**src/rtl/pc_sequencer.sv**
```systemverilog
// Program-counter sequencer with prioritised next-PC selection and target alignment.
// Optional return-address stack is present when PC_SEQUENCER_RAS_EN is defined.
module pc_sequencer #(
    parameter int                  WIDTH_PC     = 32,
    parameter logic [WIDTH_PC-1:0] RESET_VECTOR = '0,
    parameter int                  PC_INC       = 4,
    parameter int                  RAS_DEPTH    = 4
) (
    input  logic                         i_clk,
    input  logic                         i_rst,
    input  logic                         i_stall,
    input  logic                         i_redirect,
    input  logic [WIDTH_PC-1:0]          i_redirect_pc,
    input  logic                         i_jump,
    input  logic [WIDTH_PC-1:0]          i_jump_pc,
    input  logic                         i_branch_taken,
    input  logic [WIDTH_PC-1:0]          i_branch_pc,
    input  logic                         i_call,
    input  logic                         i_ret,
    output logic [WIDTH_PC-1:0]          o_pc,
    output logic [WIDTH_PC-1:0]          o_pc_plus,
    output logic                         o_misalign,
    output logic                         o_ras_underflow,
    output logic [$clog2(RAS_DEPTH):0]   o_ras_count
);

    localparam int                  CNT_W      = $clog2(RAS_DEPTH) + 1;
    localparam logic [WIDTH_PC-1:0] INC        = WIDTH_PC'(PC_INC);
    localparam logic [WIDTH_PC-1:0] ALIGN_MASK = WIDTH_PC'(PC_INC - 1);

    logic [WIDTH_PC-1:0] pc_q, pc_d;
    logic                misalign_q, misalign_d;
    logic [WIDTH_PC-1:0] target;
    logic                load_target;

`ifdef PC_SEQUENCER_RAS_EN
    localparam int SP_W = $clog2(RAS_DEPTH);

    logic [WIDTH_PC-1:0] ras_q [RAS_DEPTH];
    logic [WIDTH_PC-1:0] ras_d [RAS_DEPTH];
    logic [SP_W-1:0]     sp_q, sp_d;
    logic [SP_W-1:0]     sp_top;
    logic [CNT_W-1:0]    count_q, count_d;
    logic                underflow_q, underflow_d;
    logic                push, pop;

    assign sp_top = sp_q - 1'b1;
`else
    logic unused_ras;
    assign unused_ras = i_call ^ i_ret;
`endif

    assign o_pc_plus = pc_q + INC;

    // Redirect outranks everything, so a redirect cycle never touches the stack.
    always_comb begin
        target      = '0;
        load_target = 1'b0;
`ifdef PC_SEQUENCER_RAS_EN
        push        = 1'b0;
        pop         = 1'b0;
        underflow_d = 1'b0;
`endif
        if (i_redirect) begin
            target      = i_redirect_pc;
            load_target = 1'b1;
        end
`ifdef PC_SEQUENCER_RAS_EN
        else if (i_ret) begin
            load_target = 1'b1;
            if (count_q != '0) begin
                target = ras_q[sp_top];
                pop    = 1'b1;
            end else begin
                target      = o_pc_plus;
                underflow_d = 1'b1;
            end
        end
`endif
        else if (i_jump) begin
            target      = i_jump_pc;
            load_target = 1'b1;
`ifdef PC_SEQUENCER_RAS_EN
            push        = i_call;
`endif
        end else if (i_branch_taken) begin
            target      = i_branch_pc;
            load_target = 1'b1;
        end

        if (load_target) begin
            pc_d = target & ~ALIGN_MASK;
        end else if (i_stall) begin
            pc_d = pc_q;
        end else begin
            pc_d = o_pc_plus;
        end
        misalign_d = load_target && ((target & ALIGN_MASK) != '0);
    end

`ifdef PC_SEQUENCER_RAS_EN
    // Circular stack: a push when full overwrites the oldest entry and count saturates.
    always_comb begin
        ras_d   = ras_q;
        sp_d    = sp_q;
        count_d = count_q;
        if (push) begin
            ras_d[sp_q] = o_pc_plus;
            sp_d        = sp_q + 1'b1;
            if (count_q != CNT_W'(RAS_DEPTH)) begin
                count_d = count_q + 1'b1;
            end
        end else if (pop) begin
            sp_d    = sp_top;
            count_d = count_q - 1'b1;
        end
    end

    always_ff @(posedge i_clk) begin
        ras_q <= ras_d;
    end

    always_ff @(posedge i_clk or posedge i_rst) begin
        if (i_rst) begin
            sp_q        <= '0;
            count_q     <= '0;
            underflow_q <= 1'b0;
        end else begin
            sp_q        <= sp_d;
            count_q     <= count_d;
            underflow_q <= underflow_d;
        end
    end

    assign o_ras_count     = count_q;
    assign o_ras_underflow = underflow_q;
`else
    assign o_ras_count     = '0;
    assign o_ras_underflow = 1'b0;
`endif

    always_ff @(posedge i_clk or posedge i_rst) begin
        if (i_rst) begin
            pc_q       <= RESET_VECTOR;
            misalign_q <= 1'b0;
        end else begin
            pc_q       <= pc_d;
            misalign_q <= misalign_d;
        end
    end

    assign o_pc       = pc_q;
    assign o_misalign = misalign_q;

endmodule

```
**config.mk**
```make
export PLATFORM = sky130hd
export DESIGN_NAME = pc_sequencer
export DESIGN_NICKNAME = d
export VERILOG_FILES = /design/src/rtl/pc_sequencer.sv
export SDC_FILE = /design/constraint.sdc
export NUM_CORES = 1
export LEC_CHECK = 0
export CAP_MARGIN = 20
export CORE_MARGIN = 2
export CORE_UTILIZATION = 40
export DETAILED_ROUTE_END_ITERATION = 16
export PLACE_DENSITY = 0.87
export SLEW_MARGIN = 40
export SYNTH_ARGS = -nofsm -noshare
export SYNTH_HDL_FRONTEND = slang
export SYNTH_SLANG_ARGS = --single-unit
```
**constraint.sdc**
```tcl
create_clock -name i_clk -period 4.4 [get_ports i_clk]
set_input_delay 0.88 -clock i_clk [delete_from_list [all_inputs] [get_ports i_clk]]
set_output_delay 0.88 -clock i_clk [all_outputs]
set_load 0.05 [all_outputs]
```
-- Word-level counts from Yosys, hierarchy flattened
Cells that the tools add are included.
- input bits: 104
- logic and storage cells: 14
- register bits: 33
- output and inout bits: 69
- equal/unequal tests: 1
- multiplexer cells: 8
- reduce and logical (&&, ||, !) cells: 2
- $add $sub $neg: 1
- operator list (operator ; count):
    two-way mux 32 bit ; 5
    adder 32 x 3 -> 32 bit (second input constant) ; 1
    nonzero test 32 bit ; 1
    two-way mux 1 bit ; 3
    inequality test 2 x 1 -> 1 bit (second input constant) ; 1
    logical AND 1 bit ; 1

-- Depth between registers and ports, before layout
Gate-level depths: netlist of run 1.
- depth in word-level cells: 5
- gate-level depth with buffers: 7
- mapped depth without buffers: 6

-- Least setup slack after synthesis of run 1
OpenSTA, ideal clock, no wires.
- kind: reg2out
- start: register pc_q[2] (netlist: o_pc[2])
- end: output port o_pc_plus[26]
- cell stages (with the launch flop): 8
- data arrival time: 3.152 ns
- setup slack: 0.368 ns
- buffers on the path: 1
- required time: 3.520 ns
- cell sequence: dfrtp_1 -> ha_1 -> nand3_4 -> or4_4 -> buf_2 -> nor3_2 -> nand4_1 -> xnor2_1
- longest elaborated chain between the ends: 1
- RTL lines (item ; RTL line ; text):
    start: declaration ; 31 ; logic [WIDTH_PC-1:0] pc_q, pc_d;
    start signal: assignment ; 147 ; pc_q <= pc_d;
    adder 32 x 3 -> 32 bit ; 53 ; assign o_pc_plus = pc_q + INC;
    end: declaration ; 21 ; output logic [WIDTH_PC-1:0] o_pc_plus,
No other way between the ends.

-- Final worst setup path of run 1
Ends and elaborated chain as after synthesis.

==> flow_summary.toml, run 1 <==
[floorplanning]
die_w_um = 86.2
ios = 173
die_area_um2 = 7420
core_area_um2 = 6420
initial_core_util_pct = 42.0
die_h_um = 86.2
rows = 29

[sta]
fin_crit_sh_pct = 96.2
hold_viol = 0
fmax_mhz = 236
clock-skew-final_ns = 0.00501
finalSetupViolCount = 0
finalWorstPathRequiredPeriod_ns = 4.23
timing.slew.headroom_pct = 57.3
drv_slew = 0
rsz0062_at_grt = "no"
tightest_slew_ns = 0.637
setup_tns_ns = 0

[min_path]
min_from = "o_pc[31]"
whs_endpoint = "o_pc[31]"
holdPathStages = 2
hold_class = "flip-flop to flip-flop"

[global_routing]
first_global_vias = 3105
grt_max_degree = 64
grt_pass1_wl_um = 14600
grt_use_total_pct = 24.5
grt_overflow = 0
antenna_found_initial = 0

[finish]
ff_latch_area_um2 = 776
fin_area_um2 = 4410
area_growth_pct = 63.3
antenna_cells = 0
multi_input_area_um2 = 1760
drive_gt1_share_pct = 5.45
finalNetCount = 581
fillers = 556

[logic_synthesis]
synthTopCellsByCount = "nand2_1, dfrtp_1, xnor2_1"
synthDistinctLibCells = 42
seq_area_frac_synth_pct = 28.7
syn_area_um2 = 2700
synth_area_leaders = "dfrtp_1, xnor2_1, xor2_1"
ys_ff_latch = 31
synth_most_common_cell = "nand2_1"
yosys.area.top_type = "dfrtp_1"
synth_edf_count = 0
synth_ff_type = "dfrtp_1"
postSynthAreaPerCell_um2 = 8.11
yosys_warnings = 0
synth_top_area_share_pct = 28.7
async_flop_share_pct = 100
syn_inst = 333

[worst_setup_path]
r2r_setup_slack_ns = 1.80
path_class = "flip-flop to primary output"
cp_max_fo = 13
rr_startpoint = "o_pc[2]"
worst_setup_path_end_kind = "primary output"
cp.required_ns = 3.52
reg2reg_depth = 6
start_kind = "flip-flop"
reg2reg_to = "o_pc[28]"
crit_arrival_ns = 3.35

[cts]
cts_tree = "done"
clockRootBuffer = "clkbuf_8"
cts_max_level = 2
cts.sink_count = 31
cts_setup_buffers = 0
numCtsBuffers = 5
worstSkewPairLatency_ns = 0.28
clockBufferDepth = 2
path_clk_slew_ns = 0.07

[power]
switching_power_uw = 513
p_comb_share_pct = 48.4
p_leak_uw = 0.00165
power_frac_clock_pct = 20.9
switching_share_pct = 42.5
seq_power_share_pct = 30.7
ir_worst_vdd_mv = 0.174
power.density_nw_per_um2 = 274
p_int_uw = 695

[placed_design]
port-buffer-count = 162
hpwl_um = 6820
placed_area_um2 = 4310
place_congestion = 0.843

[run_status]
status = "complete, no violations"

[drt]
wirelength_um = 9050
via_per_inst = 5.51
firstDrtPassIters = 4
drc = 0
drt_iter0_drc = 163
drtAntennaViolNets = 0
wl_per_cell_um = 16.3
vias = 3054

[job]
maxCapViolCount = 0
cell families after synthesis:
group,count (synthesis),synth area share [%]
other cells,1,0.139
buf+inv,43,7.23
xor+xnor,56,18.2
fa+ha+maj,1,0.463
flops,31,28.7
simple gates,131,25.3
mux,1,0.371
compound gates,69,19.6
how the worst max path moves through the flow:
stage	start	end	slack [ns]	depth (start not counted)
after detailed placement	o_pc[2]	o_pc_plus[26]	0.46	7
after CTS	o_pc[2]	o_pc_plus[26]	0.15	7
final	o_pc[2]	o_pc_plus[26]	0.17	7
after global placement	o_pc[2]	o_pc_plus[26]	0.52	7
after floorplan	o_pc[2]	o_pc_plus[26]	0.37	7
after global routing	o_pc[2]	o_pc_plus[26]	0.007	7
critical path, cell delays in order, from the launching register on:
cell,delay [ns]
dfrtp_1,0.46
ha_1,0.31
nand3_4,0.15
or4_4,0.67
nor3_2,0.34
nand4_1,0.16
xnor2_1,0.15
clkdlybuf4s50_1,0.81
registers in the layout, summed over array words and instances (netlist names):
register    flops
o_pc           30
o_misalign      1
stage by stage:
stage               hold WS (ns)  instances  utilization (%)  total power [µW]  setup slack, ns
floorplan                  0.897        340                -               727            0.368
CTS                        0.674        554             68.6              1220            0.152
global placement           0.616        546             67.1               953            0.517
global route               0.687        554             68.7              1260          0.00662
detailed placement         0.651        546             67.1               961            0.464
finish                     0.661        554             68.7              1210            0.167
layout make-up:
| type | instances | share of cell area [%] |
|---|---|---|
| inverters | 4 | 0.340 |
| flip-flops and latches | 31 | 17.6 |
| clock buffers | 8 | 2.27 |
| repair buffers | 168 | 37.7 |
| multi-input cells | 266 | 39.9 |
| well taps | 77 | 2.18 |
per-layer routing:
layer	wire length [µm]	track usage, %	vias to the layer above
met2	4740	45.5	135
met3	758	6.26	7
met4	70	5.63	0
li1	-	-	1477
met5	0	0	-
met1	3480	28.1	1435
layout by cell type (no fill, tap or decap), types with 2 or more instances in the layout:
master	n
a21oi_1	6
a22oi_1	29
and3_1	4
buf_4	6
clkbuf_8	7
clkdlybuf4s50_1	160
conb_1	8
dfrtp_1	31
inv_1	4
nand2_1	40
nand3_1	13
nand3b_1	2
nand4_1	11
nor2_1	27
nor3_1	12
nor4_1	3
o21ai_0	6
o221ai_1	24
or2_2	2
or3_1	2
or4_4	2
xnor2_1	30
xor2_1	26
power groups by stage:
stage,combinational (µW),sequential (µW),clock (µW)
3_3_place_gp,580,373,0
5_1_grt,616,378,268
6_report,585,371,253
3_5_place_dp,586,375,0
2_1_floorplan,279,448,0
4_1_cts,588,370,257
repair_timing:
item	in CTS	in global routing
setup endpoints to repair	0	1
hold buffers	0	0
gates resized for setup	0	1
Note: power is estimated with default switching activity, not from simulation.
==> inputs of run 2 (changes only) <==
--- a/config.mk
+++ b/config.mk
@@ -5,11 +5,12 @@
 export SDC_FILE = /design/constraint.sdc
 export NUM_CORES = 1
 export LEC_CHECK = 0
+export ABC_AREA = 1
 export CAP_MARGIN = 20
 export CORE_MARGIN = 2
-export CORE_UTILIZATION = 40
+export CORE_UTILIZATION = 41
 export DETAILED_ROUTE_END_ITERATION = 16
-export PLACE_DENSITY = 0.87
+export PLACE_DENSITY = 0.88
 export SLEW_MARGIN = 40
 export SYNTH_ARGS = -nofsm -noshare
 export SYNTH_HDL_FRONTEND = slang
==> run 2 against run 1 <==
Critical path type unchanged. Die area up 1.5%. Worst setup slack better by 0.73 ns. Clock skew down 0.00054 ns. Combinational power up 9.4%. Non-clock buffer count down 1. Synthesized cell count up 37%. Worst hold slack worse by 0.11 ns. Sequential share of layout area down 0.48 points. Critical path depth up 2.
==> flow_summary.toml, run 2 <==
[placed_design]
place_inst = 679
port-buffer-count = 162
place_congestion = 0.912
placed_area_um2 = 4430
pre_cts_slack_ns = 1.19
hpwl_um = 7690

[worst_setup_path]
cp_max_fo = 5
start_kind = "flip-flop"
cp.required_ns = 3.52
path_class = "flip-flop to primary output"
worst_setup_path_end_kind = "primary output"
crit_arrival_ns = 2.62

[logic_synthesis]
synth_most_common_cell = "nand2_1"
synthDistinctLibCells = 29
seq_area_frac_synth_pct = 27.6
ys_ff_latch = 31
syn_area_um2 = 2810
synth_top_area_share_pct = 27.6
async_flop_share_pct = 100
yosys_warnings = 0
synth_area_leaders = "dfrtp_1, nand2_1, a21oi_1"
syn_inst = 456
synthTopCellsByCount = "nand2_1, a21oi_1, nor2_1"
synth_ff_type = "dfrtp_1"
postSynthAreaPerCell_um2 = 6.16
synth_edf_count = 0
yosys.area.top_type = "dfrtp_1"

[sta]
fin_crit_sh_pct = 79.5
drv_slew = 0
finalSetupViolCount = 0
setup_tns_ns = 0
tightest_slew_ns = 0.681
timing.slew.headroom_pct = 54.5
rsz0062_at_grt = "no"
fin_ws_ns = 0.901
hold_viol = 0
fmax_mhz = 286
finalWorstPathRequiredPeriod_ns = 3.50
clock-skew-final_ns = 0.00447

[global_routing]
grt_use_total_pct = 27.4
first_global_vias = 3463
grt_overflow = 0
grt_pass1_wl_um = 16400
antenna_found_initial = 0
grt_max_degree = 33

[power]
switching_share_pct = 44.4
power_uw = 1250
power.density_nw_per_um2 = 276
p_leak_uw = 0.00192
p_comb_share_pct = 51.1
switching_power_uw = 556
p_int_uw = 697
power_frac_clock_pct = 20.2
ir_worst_vdd_mv = 0.134
seq_power_share_pct = 28.7

[finish]
final_cell_mix = "clkdlybuf4s50_1, nand2_1, a21oi_1, nor2_1, nand3_1"
fin_area_um2 = 4530
fillers = 612
ff_latch_area_um2 = 776
final_common_cell = "clkdlybuf4s50_1"
area_growth_pct = 61.3
drive_gt1_share_pct = 5.93
multi_input_area_um2 = 1810
finalNetCount = 711
final_cells = 687
largest_reg_flops = 30
antenna_cells = 0

[cts]
cts_resized = 0
path_clk_slew_ns = 0.07
worstSkewPairLatency_ns = 0.28
cts_setup_buffers = 0
clockBufferDepth = 2
cts.sink_count = 31
numCtsBuffers = 5
cts_max_level = 2
cts_tree = "done"
clockRootBuffer = "clkbuf_8"
hold_buffers = 0

[drt]
firstDrtPassIters = 5
drtAntennaViolNets = 0
wl_per_cell_um = 14.8
via_per_inst = 5.11
vias = 3509
wirelength_um = 10200
drc = 0
drt_iter0_drc = 138

[run_status]
status = "complete, no violations"

[floorplanning]
die_w_um = 86.8
initial_core_util_pct = 41.8
core_area_um2 = 6720
rows = 30
ios = 173
die_area_um2 = 7530
die_h_um = 86.8

[min_path]
hold_class = "flip-flop to flip-flop"

[job]
maxCapViolCount = 0
## run 2: cell types whose count changed after synthesis, sizes merged, moves of 20 or more
cell	before	now
nand2	40	150
a21oi	6	74
nor2	27	63
a22oi	29	0
nand3	15	43
o221ai	25	0
xnor2	30	5
inv	4	24
## run 2: cells by family after synthesis
logic type | synth area share, %
compound gates | 15.6
xor+xnor | 5.48
fa+ha+maj | 0.445
buf+inv | 9.08
flops | 27.6
other cells | 0.133
simple gates | 41.7
## run 2: area by class of cell
type | count | share of cell area (%)
sequential | 31 | 17.1
tap | 80 | 2.21
timing repair buffer | 167 | 36.6
multi-input combinational | 377 | 39.9
inverter | 24 | 1.99
clock buffer | 8 | 2.21
## run 2: final timing paths
| check | start | end | slack (ns) | cells after the start |
|---|---|---|---|---|
| setup / recovery | o_pc[3] | o_pc_plus[22] | 0.90 | 9 |
| hold / removal | o_pc[31] | o_pc[31] | 0.55 | 2 |
| setup reg to reg | o_pc[3] | o_pc[26] | 2.73 | 10 |
| hold reg to reg | o_pc[31] | o_pc[31] | 0.55 | 2 |
| max in group asynchronous | i_rst | o_pc[19] | 3.09 | 3 |
| min in group asynchronous | i_rst | o_pc[4] | 1.00 | 3 |
## run 2: critical path, stage by stage, from the launching register on
cell,delay (ns)
dfrtp_1,0.40
ha_1,0.22
nand2_1,0.10
nor2_4,0.14
nand2_2,0.14
nor2_4,0.24
nand2_1,0.08
nand2_1,0.07
and2_1,0.11
clkdlybuf4s50_1,0.83
## run 2: power by group through the flow
stage          combinational, µW  sequential (µW)  clock [µW]
3_3_place_gp                 632              363           0
3_5_place_dp                 639              364           0
6_report                     640              360         253
2_1_floorplan                292              455           0
4_1_cts                      642              359         259
5_1_grt                      679              365         274
## run 2: metrics by stage
stage	hold WS, ns	util [%]
detailed placement	0.540	66.0
global route	0.580	67.5
global placement	0.525	66.0
floorplan	0.795	-
finish	0.553	67.5
CTS	0.558	67.5
## run 2: routing by layer
layer | global-route usage (%) | wire length (µm) | up-vias
li1 | - | - | 1757
met1 | 31.6 | 4160 | 1592
met2 | 49.8 | 5080 | 145
met3 | 6.48 | 766 | 15
met4 | 8.38 | 192 | 0
met5 | 0 | 0 | -
==> inputs of run 3 (changes only) <==
--- a/config.mk
+++ b/config.mk
@@ -8,9 +8,9 @@
 export ABC_AREA = 1
 export CAP_MARGIN = 20
 export CORE_MARGIN = 2
-export CORE_UTILIZATION = 41
+export CORE_UTILIZATION = 34
 export DETAILED_ROUTE_END_ITERATION = 16
-export PLACE_DENSITY = 0.88
+export PLACE_DENSITY = 0.78
 export SLEW_MARGIN = 40
 export SYNTH_ARGS = -nofsm -noshare
 export SYNTH_HDL_FRONTEND = slang
==> constraint.sdc (replaced) <==
create_clock -name i_clk -period 2.9 [get_ports i_clk]
set_input_delay 0.58 -clock i_clk [delete_from_list [all_inputs] [get_ports i_clk]]
set_output_delay 0.58 -clock i_clk [all_outputs]
set_load 0.05 [all_outputs]
==> run 3 against run 2 <==
Cell count rose by 4.4%. Clock-buffer cell count did not move. First-iteration DRC count rose by 21%. Sequential power rose by 50%. Core utilization fell by 11 points. Routed wire length fell by 0.26%. Critical path depth fell by 4. Critical endpoint is now o_pc_plus[6].
==> flow_summary.toml, run 3 (synthesis results as in run 2) <==
[power]
power.density_nw_per_um2 = 416
power_uw = 1900
ir_worst_vdd_mv = 0.262
p_leak_uw = 0.00198

[floorplanning]
core_area_um2 = 8090
die_w_um = 94.9
die_area_um2 = 9010
rows = 33
ios = 173
die_h_um = 94.9
initial_core_util_pct = 34.7

[cts]
path_clk_slew_ns = 0.07
worstSkewPairLatency_ns = 0.29
clockRootBuffer = "clkbuf_8"
cts_tree = "done"
cts_max_level = 2
cts_resized = 0
numCtsBuffers = 5
hold_buffers = 0
cts_setup_buffers = 0
clockBufferDepth = 2
cts.sink_count = 31

[sta]
tightest_slew_ns = 0.553
fin_crit_sh_pct = 94.8
clock-skew-final_ns = 0.00477
fin_ws_ns = 0.151
finalSetupViolCount = 0
rsz0062_at_grt = "no"
timing.slew.headroom_pct = 63.1
hold_viol = 0
finalWorstPathRequiredPeriod_ns = 2.75
fmax_mhz = 364
drv_slew = 0
setup_tns_ns = 0

[finish]
final_cell_mix = "nand2_1, clkdlybuf4s50_1, a21oi_1, nor2_1, nand3_1"
drive_gt1_share_pct = 9.97
largest_reg_flops = 30
fin_area_um2 = 4570
finalNetCount = 716
final_common_cell = "nand2_1"
fin_util_pct = 56.5
area_growth_pct = 62.8
antenna_cells = 0

[drt]
vias = 3562
drt_iter0_drc = 167
wl_per_cell_um = 14.2
firstDrtPassIters = 5
drtAntennaViolNets = 0
wirelength_um = 10200
drc = 0
via_per_inst = 4.97

[run_status]
status = "complete, no violations"

[min_path]
hold_class = "flip-flop to flip-flop"

[worst_setup_path]
cp_max_fo = 4
critPathMaxStageDelay_ns = 0.85
worst_setup_path_end_kind = "primary output"
start_kind = "flip-flop"
crit_arrival_ns = 2.17
path_class = "flip-flop to primary output"
cp.required_ns = 2.32
cp_slowest_cell = "clkdlybuf4s50_1"
path_cells = "ha_1 -> nand2_1 -> nor2_4 -> xor2_1 -> clkdlybuf4s50_1"

[global_routing]
grt_max_degree = 32
grt_use_total_pct = 22.3
grt_overflow = 0
first_global_vias = 3334
antenna_found_initial = 0
grt_pass1_wl_um = 15800

[placed_design]
place_congestion = 0.893
hpwl_um = 7930
port-buffer-count = 162
placed_area_um2 = 4470
pre_cts_slack_ns = 0.402

[job]
maxCapViolCount = 0
[run 3: final timing paths]
kind / startpoint / to / slack, ns / depth (start not counted)
hold reg to reg: o_pc[31] / o_pc[31] / 0.55 / 2
max in group asynchronous: i_rst / o_pc[16] / 1.91 / 3
hold / removal: o_pc[31] / o_pc[31] / 0.55 / 2
min in group asynchronous: i_rst / o_pc[3] / 0.68 / 3
setup reg to reg: o_pc[3] / o_pc[26] / 1.26 / 10
setup / recovery: o_pc[3] / o_pc_plus[6] / 0.15 / 5
[run 3: cell type report]
class                   count  area (µm²)
clock buffers               8         100
repair buffers            172        1670
multi-input cells         377        1810
inverters                  24        90.1
fillers                   809        3520
well taps                 105         131
flip-flops and latches     31         776
[run 3: through the flow]
step / cells / hold WS, ns
finish: 717 / 0.555
global route: 717 / 0.590
CTS: 717 / 0.566
detailed placement: 709 / 0.552
global placement: 709 / 0.515
floorplan: 463 / 0.684
[run 3: routing by layer]
layer,part of all wire (%),vias to the layer above,track usage (%)
met4,0.86,0,3.62
met3,8.6,9,6.62
met1,40,1637,25.0
met5,0,-,0
li1,-,1771,-
met2,51,145,42.1
[run 3: where the power goes]
group	switching (µW)	internal (µW)	total [µW]
clock network	171	217	388
logic	611	362	973
registers	65.8	476	541
[run 3: critical path, delay by kind of cell (launching register included)]
family                     cells  cell delay (ns)
and+or+nand+nor                2             0.24
adders and majority gates      1             0.21
xor gates and xnor gates       1             0.20
buffers and inverters          1             0.85
DFF                            1             0.39
